===== src/rtl/cia_sub_pipe_if.sv =====
// Valid/ready operand and result bundle for the pipelined carry-increment subtractor.
// master drives operands and out_ready; slave is the subtractor itself.
interface cia_sub_pipe_if #(parameter int N = 16);
  logic         in_valid;
  logic         in_ready;
  logic [N-1:0] a;
  logic [N-1:0] b;
  logic         bin;
  logic         out_valid;
  logic         out_ready;
  logic [N-1:0] diff;
  logic         bout;
  logic         ovf;

  modport master (
    output in_valid, a, b, bin, out_ready,
    input  in_ready, out_valid, diff, bout, ovf
  );

  modport slave (
    input  in_valid, a, b, bin, out_ready,
    output in_ready, out_valid, diff, bout, ovf
  );
endinterface


===== src/rtl/cia_sub_pipe.sv =====
// Two-stage carry-increment subtractor: diff = a - b - bin computed as a + ~b + ~bin.
// Stage 1 forms per-group sums/generate/propagate; stage 2 runs the group carry chain.
module cia_sub_pipe #(
  parameter int N = 16,
  parameter int V = 4
) (
  input  logic            clk,
  input  logic            rst_n,
  cia_sub_pipe_if.slave   bus
);
  localparam int G  = N / V;
  localparam int VP = V + 1;

  if (N % V != 0) begin : g_bad_v
    $error("cia_sub_pipe: N (%0d) must be a multiple of V (%0d)", N, V);
  end

  // ---------------- handshake ----------------
  logic       r_rdy_en;
  logic [2:1] r_vld_pipe;
  logic       w_s1_adv, w_s2_adv, w_in_ready, w_acc;

  assign w_s2_adv   = !r_vld_pipe[2] | bus.out_ready;
  assign w_s1_adv   = !r_vld_pipe[1] | w_s2_adv;
  // Hold off the producer for the first cycle after reset release.
  assign w_in_ready = r_rdy_en & w_s1_adv;
  assign w_acc      = bus.in_valid & w_in_ready;

  // ---------------- stage 1: per-group sums ----------------
  logic [N-1:0]          w_bb;
  logic [G-1:0][V-1:0]   w_s0;
  logic [G-1:0]          w_g, w_p;

  assign w_bb = ~bus.b;

  for (genvar k = 0; k < G; k++) begin : g_grp
    logic [V-1:0] w_ak, w_bk;
    logic         w_ci;
    assign w_ak = bus.a[k*V +: V];
    assign w_bk = w_bb[k*V +: V];
    // Only group 0 sees the true carry-in; the others assume zero and get incremented later.
    assign w_ci = (k == 0) ? ~bus.bin : 1'b0;
    assign {w_g[k], w_s0[k]} = {1'b0, w_ak} + {1'b0, w_bk} + VP'(w_ci);
    assign w_p[k] = &(w_ak ^ w_bk);
  end

  logic [G-1:0][V-1:0]   r_s0;
  logic [G-1:0]          r_g, r_p;
  logic                  r_sa, r_sb;

  always_ff @(posedge clk or negedge rst_n) begin
    if (!rst_n) begin
      r_rdy_en      <= 1'b0;
      r_vld_pipe[1] <= 1'b0;
      r_s0          <= '0;
      r_g           <= '0;
      r_p           <= '0;
      r_sa          <= 1'b0;
      r_sb          <= 1'b0;
    end else begin
      r_rdy_en <= 1'b1;
      if (w_s1_adv) r_vld_pipe[1] <= w_acc;
      if (w_acc) begin
        r_s0 <= w_s0;
        r_g  <= w_g;
        r_p  <= w_p;
        r_sa <= bus.a[N-1];
        r_sb <= w_bb[N-1];
      end
    end
  end

  // ---------------- stage 2: group carry chain + increment ----------------
  // w_c[k] is the carry into group k; w_c[0] is zero because ~bin is already in group 0.
  logic [G:0]   w_c;
  logic [N-1:0] w_diff;
  logic         w_bout, w_ovf;

  assign w_c[0] = 1'b0;

  for (genvar k = 0; k < G; k++) begin : g_chain
    assign w_c[k+1]           = r_g[k] | (r_p[k] & w_c[k]);
    assign w_diff[k*V +: V]   = r_s0[k] + V'(w_c[k]);
  end

  assign w_bout = ~w_c[G];
  assign w_ovf  = (r_sa == r_sb) & (w_diff[N-1] != r_sa);

  logic [N-1:0] r_diff;
  logic         r_bout, r_ovf;

  always_ff @(posedge clk or negedge rst_n) begin
    if (!rst_n) begin
      r_vld_pipe[2] <= 1'b0;
      r_diff        <= '0;
      r_bout        <= 1'b0;
      r_ovf         <= 1'b0;
    end else if (w_s2_adv) begin
      r_vld_pipe[2] <= r_vld_pipe[1];
      if (r_vld_pipe[1]) begin
        r_diff <= w_diff;
        r_bout <= w_bout;
        r_ovf  <= w_ovf;
      end
    end
  end

  assign bus.in_ready  = w_in_ready;
  assign bus.out_valid = r_vld_pipe[2];
  assign bus.diff      = r_diff;
  assign bus.bout      = r_bout;
  assign bus.ovf       = r_ovf;
endmodule


===== src/flat_wrapper.sv =====
// flat-port wrapper written by rule: the top's interface ports become plain ports
module cia_sub_pipe_flat 
#(
  parameter int N = 16,
  parameter int V = 4
)
  (clk, rst_n, bus_in_valid, bus_a, bus_b, bus_bin, bus_out_ready, bus_in_ready, bus_out_valid, bus_diff, bus_bout, bus_ovf);
  cia_sub_pipe_if #(.N(N)) bus_i ();
  input  logic clk;
  input  logic rst_n;
  input wire logic [$bits(bus_i.in_valid)-1:0] bus_in_valid;
  input wire logic [$bits(bus_i.a)-1:0] bus_a;
  input wire logic [$bits(bus_i.b)-1:0] bus_b;
  input wire logic [$bits(bus_i.bin)-1:0] bus_bin;
  input wire logic [$bits(bus_i.out_ready)-1:0] bus_out_ready;
  output wire logic [$bits(bus_i.in_ready)-1:0] bus_in_ready;
  output wire logic [$bits(bus_i.out_valid)-1:0] bus_out_valid;
  output wire logic [$bits(bus_i.diff)-1:0] bus_diff;
  output wire logic [$bits(bus_i.bout)-1:0] bus_bout;
  output wire logic [$bits(bus_i.ovf)-1:0] bus_ovf;
  assign bus_i.in_valid = bus_in_valid;
  assign bus_i.a = bus_a;
  assign bus_i.b = bus_b;
  assign bus_i.bin = bus_bin;
  assign bus_i.out_ready = bus_out_ready;
  assign bus_in_ready = bus_i.in_ready;
  assign bus_out_valid = bus_i.out_valid;
  assign bus_diff = bus_i.diff;
  assign bus_bout = bus_i.bout;
  assign bus_ovf = bus_i.ovf;
  cia_sub_pipe #(.N(N), .V(V)) u_core (.clk(clk), .rst_n(rst_n), .bus(bus_i));
endmodule

===== config.mk =====
export PLATFORM = sky130hd
export DESIGN_NAME = cia_sub_pipe_flat
export DESIGN_NICKNAME = d
export VERILOG_FILES = /design/src/rtl/cia_sub_pipe_if.sv /design/src/rtl/cia_sub_pipe.sv /design/src/flat_wrapper.sv
export SDC_FILE = /design/constraint.sdc
export NUM_CORES = 1
export LEC_CHECK = 0
export CAP_MARGIN = 20
export CORE_MARGIN = 10
export CORE_UTILIZATION = 50
export CTS_CLUSTER_SIZE = 12
export DETAILED_ROUTE_END_ITERATION = 16
export GPL_ROUTABILITY_DRIVEN = 0
export GPL_TIMING_DRIVEN = 1
export PLACE_DENSITY = 0.84
export SLEW_MARGIN = 20
export SYNTH_ARGS = -nofsm -noshare
export SYNTH_HDL_FRONTEND = slang
export SYNTH_SLANG_ARGS = --single-unit

===== constraint.sdc =====
create_clock -name clk -period 3.1 [get_ports clk]
set_clock_uncertainty 0.15 [all_clocks]
set_input_delay 0.62 -clock clk [delete_from_list [all_inputs] [get_ports clk]]
set_output_delay 0.62 -clock clk [all_outputs]
set_load 0.005 [all_outputs]

Word-level counts from Yosys, hierarchy flattened:

Index checks and enable logic that the tools add are counted.

* output and inout port bits: 20
* bits in registers: 47
* word-level logic and storage cells: 49
* input port bits: 37

* reductions and logical operators: 7
* eq/ne operators: 2
* bitwise gates (word level): 18
* add/sub/neg operators: 8

Operator list (count)
* adder 4 x 4 -> 5 bit: 4
* inverter 16 bit: 1
* AND reduction 4 bit: 4
* XOR 4 bit: 4
* adder 4 x 1 -> 4 bit: 3
* bitwise AND 1 bit: 6
* adder 5 x 1 -> 5 bit: 1
* OR 1 bit: 5
* logical NOT 1 bit: 2
* inverter 1 bit: 2
* AND reduction 2 bit: 1
* equality test 1 bit: 1
* inequality test 1 bit: 1

Logic depth before layout (Yosys ltp):

Gate-level depths: netlist of run 1.

* depth in word-level cells: 7
* depth in mapped cells: 8
* depth with buffers taken out: 8

Least setup slack after synthesis of run 1:

OpenSTA, ideal clock, no wires.

* path kind: input to register
* start: in bus_bin
* end: reg u_core.r_g[0]
* setup time: 0.127 ns
* arrival time: 1.864 ns
* stages: 6
* data required time: 2.823 ns
* path buffers: 0
* slack: 0.959 ns
* path through: inv_1 -> fa_1 -> fa_1 -> a21o_1 -> a21oi_1 -> o21ai_0

* word-level cells in the longest chain between the ends: 2

Ends and longest elaborated chain
* start, declared: RTL line flat_wrapper.sv:14 `input wire logic [$bits(bus_i.bin)-1:0] bus_bin;`
* inverter 1 bit: RTL line cia_sub_pipe.sv:42 `assign w_ci = (k == 0) ? ~bus.bin : 1'b0;`
* adder 5 x 1 -> 5 bit: RTL line cia_sub_pipe.sv:43 `assign {w_g[k], w_s0[k]} = {1'b0, w_ak} + {1'b0, w_bk} + VP'(w_ci);`
* end signal, assigned: RTL line cia_sub_pipe.sv:65 `r_g <= w_g;`
* end, declared: RTL line cia_sub_pipe.sv:48 `logic [G-1:0] r_g, r_p;`

No other way between the ends.
A chain may end at the register's enable or synchronous reset.

Final worst setup path of run 1:

* start: in bus_out_ready
* end: out bus_in_ready

* word-level cells in the longest chain between the ends: 3

Ends and longest elaborated chain
* start, declared: RTL line flat_wrapper.sv:15 `input wire logic [$bits(bus_i.out_ready)-1:0] bus_out_ready;`
* OR 1 bit: RTL line cia_sub_pipe.sv:23 `assign w_s2_adv = !r_vld_pipe[2] | bus.out_ready;`
* OR 1 bit: RTL line cia_sub_pipe.sv:24 `assign w_s1_adv = !r_vld_pipe[1] | w_s2_adv;`
* bitwise AND 1 bit: RTL line cia_sub_pipe.sv:26 `assign w_in_ready = r_rdy_en & w_s1_adv;`
* end, declared: RTL line flat_wrapper.sv:16 `output wire logic [$bits(bus_i.in_ready)-1:0] bus_in_ready;`

No other way between the ends.

==> out/summary.txt, run 1 <==
Rel. slew slack: 55.44%
Final wirelength: 4573 um
WL/cell: 13.49 um
Critical Path Source Type: primary input
Gr usage total: 12.51%
Largest fanout on the critical path: 3
Max Cap Viol: 0
Share of layout cells above drive strength 1: 11.03%
# diodes: 0
Met2 GRT Util: 21.11%
H-tree depth: 2
Avg Cell Area, Syn: 11.34 um2
GRT overflow: 0
Initial DRC Count: 44
Unique masters post-synth: 28
DR DRC count: 0
Minimum clock period: 2.690 ns
Skew-Pair Late Insertion Delay: 0.29 ns
Hold Crit Class: in -> async
Seq. cell area: 1151 um2
CTS resizes: 0
Die Y-Extent: 89.68 um
Vias: 1687
Core area: 4723 um2
Critical path data arrival time: 1.92 ns
Endpoints failing hold: 0
Post-Syn Area: 2427 um2
TritonRoute pass-1 iters: 4
Area post-placement: 3035 um2
Synth Instances: 214
Setup bufs post-CTS: 0
Most used DFF post-synth: dfrtp_1
Post-synth ARST share: 100.0%
Outcome: finished, final reports clean
Placed Cells incl. Taps: 332
Die ar.: 8042 um2
Post-Syn Nets: 277
Vias in the first global route: 1734
Fin area: 3114 um2
CTS tree: done
Tcrit/Tclk final: 86.77%
Num Clock Sinks: 46
Number of synthesis warnings: 0
Hold slack final: 0.1726 ns
RSZ-0062 raised after global routing: no
Dpl hpwl: 3705 um
Sequential share of the synthesized area: 47.42%
Setup CP Type: in -> out
Cts bufs inserted: 5
Worst VDD drop: 0.2914 mV
Post-synth EDFFs: 0
Fill cells: 385
Final Power: 1.793 mW
I/O pins: 57
#FFs+latches synth: 46
# rows: 25
R2R Setup Slk: 1.11 ns
Number of port buffers: 56
Finished Layout Cells: 339
Final #Nets: 335
Die X: 89.68 um
Vias per inst: 4.976
GRT busiest layer: met2
Pin count of the biggest net entering global routing: 47
DRT antenna net count: 0
Worst-path clk slew: 0.07 ns
Setup TNS: 0 ns
Clock tree buffer depth: 2
Initial antenna violation count: 0
Root Buffer: clkbuf_8
Pwr/cell area: 575.9 nW/um2
Final setup violating endpoints: 0
Worst-Margin Slew: 0.6676 ns
Global-route met3 utilization: 4.061%
CP Capture Type: output port
F_max: 371.8 MHz
Pleak: 1.491 nW
First-pass GRT wire length: 7852 um
P&R area growth vs syn: 28.30%
Met1 Usage GRT: 14.41%
Starting Density: 51.39%
Post-CTS Hold Buffers: 0
Slew Limit Fails: 0
Multi-input gate area: 1162 um2
CP required: 2.33 ns
## critical path, cell delays in order
cell and delay (ns):
clkdlybuf4s50_1 0.48, nand3b_1 0.17, and2_1 0.15, clkdlybuf4s50_1 0.50
## where the power goes
part	leakage [nW]	switching (mW)	internal (mW)
sequential	0.566	0.0980	0.764
clock	0.0383	0.177	0.155
combinational	0.887	0.217	0.382
total	1.49	0.492	1.30
## cells by family (layout without fill, tap and decap cells)
| group | after synthesis | after routing | synth area share [%] |
|---|---|---|---|
| compound gates | 45 | 45 | 10.98 |
| xor+xnor | 14 | 14 | 5.052 |
| fa+ha+maj | 26 | 26 | 14.95 |
| buf+inv | 26 | 84 | 4.691 |
| flops | 46 | 46 | 47.42 |
| mux | 18 | 18 | 9.124 |
| other cells | 1 | 1 | 0.1545 |
| simple gates | 38 | 38 | 7.630 |
## final timing paths
path / to / from / depth (start not counted)
worst max register to register: u_core.r_g[1] / u_core.r_vld_pipe[1] / 5
worst max-delay path: bus_in_ready / bus_out_ready / 4
max in group asynchronous: u_core.bus.ovf / rst_n / 1
min in group clk: u_core.bus.diff[15] / u_core.bus.diff[15] / 2
worst min-delay path: u_core.bus.diff[2] / rst_n / 1
worst min register to register: u_core.bus.diff[15] / u_core.bus.diff[15] / 2
## cell usage in the layout, fill, tap and decap left out, drive strengths merged, types with 7 or more instances in the layout
| cell type | Yosys | final |
|---|---|---|
| clkdlybuf4s50 | 0 | 55 |
| dfrtp | 46 | 46 |
| nand2 | 25 | 25 |
| o21ai | 23 | 23 |
| ha | 21 | 21 |
| inv | 20 | 20 |
| mux2 | 18 | 18 |
| a21o | 11 | 11 |
| a21oi | 9 | 9 |
| xor2 | 8 | 8 |
| clkbuf | 0 | 7 |
## registers in the layout, indices dropped and copies added (netlist names)
name and count:
u_core.r_vld_pipe 1, u_core.r_p 3, u_core.bus.bout 1, u_core.r_sb 1, u_core.bus.out_valid 1, u_core.r_g 4, u_core.r_sa 1, u_core.bus.ovf 1
u_core.bus.diff 16, u_core.r_rdy_en 1, u_core.r_s0 16
## area by class of cell
cell class	instances	share of cell area, %
repair buffers	57	18.16
multi-input cells	142	37.32
well taps	67	2.692
clock buffers	7	2.451
inverters	20	2.411
flip-flops and latches	46	36.96
## metrics by stage
stage | setup slack (ns) | utilization [%]
2_1_floorplan | 0.9594 | -
3_3_place_gp | 0.4553 | 64.26
3_5_place_dp | 0.3990 | 64.26
4_1_cts | 0.3981 | 65.88
5_1_grt | 0.3632 | 65.93
6_report | 0.4102 | 65.93
## routing by layer
metal,vias up,part of all wire [%]
met5,-,0
met4,0,1.6
met3,6,7.4
met2,40,50
met1,805,41
li1,836,-
## cell usage after synthesis (2+ instances only)
cell type / number / area (um2)
xnor2_1: 6 / 52.55
nand4_1: 3 / 18.77
dfrtp_1: 46 / 1151
buf_2: 4 / 20.02
o21ai_0: 22 / 110.1
inv_1: 20 / 75.07
nand2_1: 24 / 90.09
fa_1: 5 / 100.1
mux2_4: 5 / 75.07
mux2_2: 13 / 146.4
nand3_1: 3 / 15.01
a21o_1: 11 / 82.58
a21oi_1: 9 / 45.04
xor2_1: 8 / 70.07
nand3_2: 2 / 20.02
ha_1: 21 / 262.8
Power figures use the tool's default switching activity.
==> run 2: changes to the inputs <==
--- a/config.mk
+++ b/config.mk
@@ -13,7 +13,9 @@
 export GPL_ROUTABILITY_DRIVEN = 0
 export GPL_TIMING_DRIVEN = 1
 export PLACE_DENSITY = 0.84
+export RECOVER_POWER = 100
 export SLEW_MARGIN = 20
 export SYNTH_ARGS = -nofsm -noshare
 export SYNTH_HDL_FRONTEND = slang
 export SYNTH_SLANG_ARGS = --single-unit
+export TNS_END_PERCENT = 5
==> out/summary.txt, run 2 (synthesis gave the netlist of run 1 again) <==
Clk pwr share: 19.2%
Pin count of the biggest net entering global routing: 47
Endpoints failing hold: 0
Die X: 89.68 um
Fin area: 3077 um2
Outcome: finished, final reports clean
Pleak: 1.481 nW
Critical path data arrival time: 2.04 ns
Hold Crit Class: reg -> reg
CP Capture Type: output port
Vias in the first global route: 1734
Dpl ws: 0.3990 ns
Critical Path Source Type: primary input
Die ar.: 8042 um2
Logic pwr share: 31.4%
Core area: 4723 um2
Root Buffer: clkbuf_8
R2R Setup Slk: 1.13 ns
Worst VDD drop: 0.2761 mV
P&R area growth vs syn: 26.75%
Pwr/cell area: 562.9 nW/um2
Setup bufs post-CTS: 0
CP startpoint: bus_out_ready
DRT antenna net count: 0
Starting Density: 51.39%
Part of the power in registers: 49.4%
Internal power: 1.248 mW
Dpl hpwl: 3705 um
F_max: 355.2 MHz
Vias per inst: 4.997
Setup TNS: 0 ns
# diodes: 0
Cts bufs inserted: 5
Commonest non-fill, non-tap cell in the layout: dfrtp_1
Worst Reg-to-Reg Cells: 7
P_sw: 0.4838 mW
Post-CTS Hold Buffers: 0
Initial antenna violation count: 0
Tcrit/Tclk final: 90.80%
Share of layout cells above drive strength 1: 7.721%
Final setup violating endpoints: 0
Worst Hold Endpoint: u_core.bus.diff[15]
Area post-placement: 3035 um2
Final wirelength: 4579 um
Minimum clock period: 2.815 ns
RSZ-0062 raised after global routing: no
Most frequent cells in the layout: dfrtp_1 (46), clkdlybuf4s50_1 (35), nand2_1 (25)
Final worst slack: 0.2851 ns
Setup CP Type: in -> out
Largest fanout on the critical path: 3
Num Clock Sinks: 46
Die Y-Extent: 89.68 um
Reg-to-reg endpoint: u_core.bus.ovf
Worst-path clk slew: 0.07 ns
Switching Share: 27.93%
Hold_sp: u_core.bus.diff[15]
Skew-Pair Late Insertion Delay: 0.29 ns
CP required: 2.33 ns
Reg2Reg Launch Point: u_core.r_g[0]
I/O pins: 57
First-pass GRT wire length: 7852 um
Max Cap Viol: 0
TritonRoute pass-1 iters: 4
Slew Limit Fails: 0
Rel. slew slack: 26.26%
Initial DRC Count: 45
# rows: 25
GRT overflow: 0
CTS resizes: 0
Vias: 1694
Clock tree buffer depth: 2
Min-Delay Path Depth: 2
Final #Nets: 335
DR DRC count: 0
CTS tree: done
Number of port buffers: 56
Worst-Margin Slew: 1.106 ns
WL/cell: 13.51 um
Gr usage total: 12.51%
H-tree depth: 2
-- run 2: cell count changes in the layout (fill, tap and decap cells not counted), moves of 2 or more --
cell / before / now
clkdlybuf4s50_1: 55 / 35
dlygate4sd3_1: 0 / 20
mux2_1: 0 / 5
mux2_4: 5 / 0
buf_4: 2 / 0
-- run 2: cell type report --
class | instances | area (um2)
fillers | 395 | 1647
flip-flops and latches | 46 | 1151
multi-input cells | 142 | 1131
repair buffers | 57 | 559.3
well taps | 67 | 83.83
clock buffers | 7 | 76.32
inverters | 20 | 75.07
-- run 2: power by group through the flow --
stage | Sequential, mW | Combinational (mW) | Clock [mW]
CTS | 0.865 | 0.615 | 0.346
global route | 0.878 | 0.616 | 0.380
floorplan | 0.866 | 0.279 | 0
finish | 0.856 | 0.544 | 0.332
detailed placement | 0.878 | 0.613 | 0
global placement | 0.866 | 0.594 | 0
-- run 2: metrics by stage --
step	total power [mW]	util [%]	instances	hold slack [ns]
floorplan	1.145	-	214	0.1744
global placement	1.460	64.26	332	0.3101
detailed placement	1.491	64.26	332	0.3159
CTS	1.827	65.88	339	0.3334
global route	1.874	65.14	339	0.3420
finish	1.732	65.14	339	0.3215
-- run 2: worst max-delay path: stages --
cell and delay, ns:
dlygate4sd3_1 0.55, nand3b_1 0.23, and2_1 0.20, clkdlybuf4s50_1 0.44
-- run 2: how the worst max path moves through the flow --
stage                     cells after the start             to
after CTS                                     4   bus_in_ready
after detailed placement                      7  u_core.r_g[0]
after floorplan                               6  u_core.r_g[0]
after global routing                          4   bus_in_ready
final                                         4   bus_in_ready
after global placement                        7  u_core.r_g[0]
-- run 2: layer usage --
layer / wire length (um) / track usage, % / part of all wire, %
met5: 0 / 0 / 0
met2: 2253 / 21.11 / 49
met4: 72 / 4.769 / 1.6
met1: 1913 / 14.41 / 42
met3: 339 / 4.061 / 7.4
==> run 3: changes to the inputs <==
--- a/config.mk
+++ b/config.mk
@@ -8,7 +8,7 @@
 export CAP_MARGIN = 20
 export CORE_MARGIN = 10
 export CORE_UTILIZATION = 50
-export CTS_CLUSTER_SIZE = 12
+export CTS_CLUSTER_SIZE = 30
 export DETAILED_ROUTE_END_ITERATION = 16
 export GPL_ROUTABILITY_DRIVEN = 0
 export GPL_TIMING_DRIVEN = 1
==> results of run 3 <==
Same layout as run 2: the final DEF is identical, and so are final timing and power.
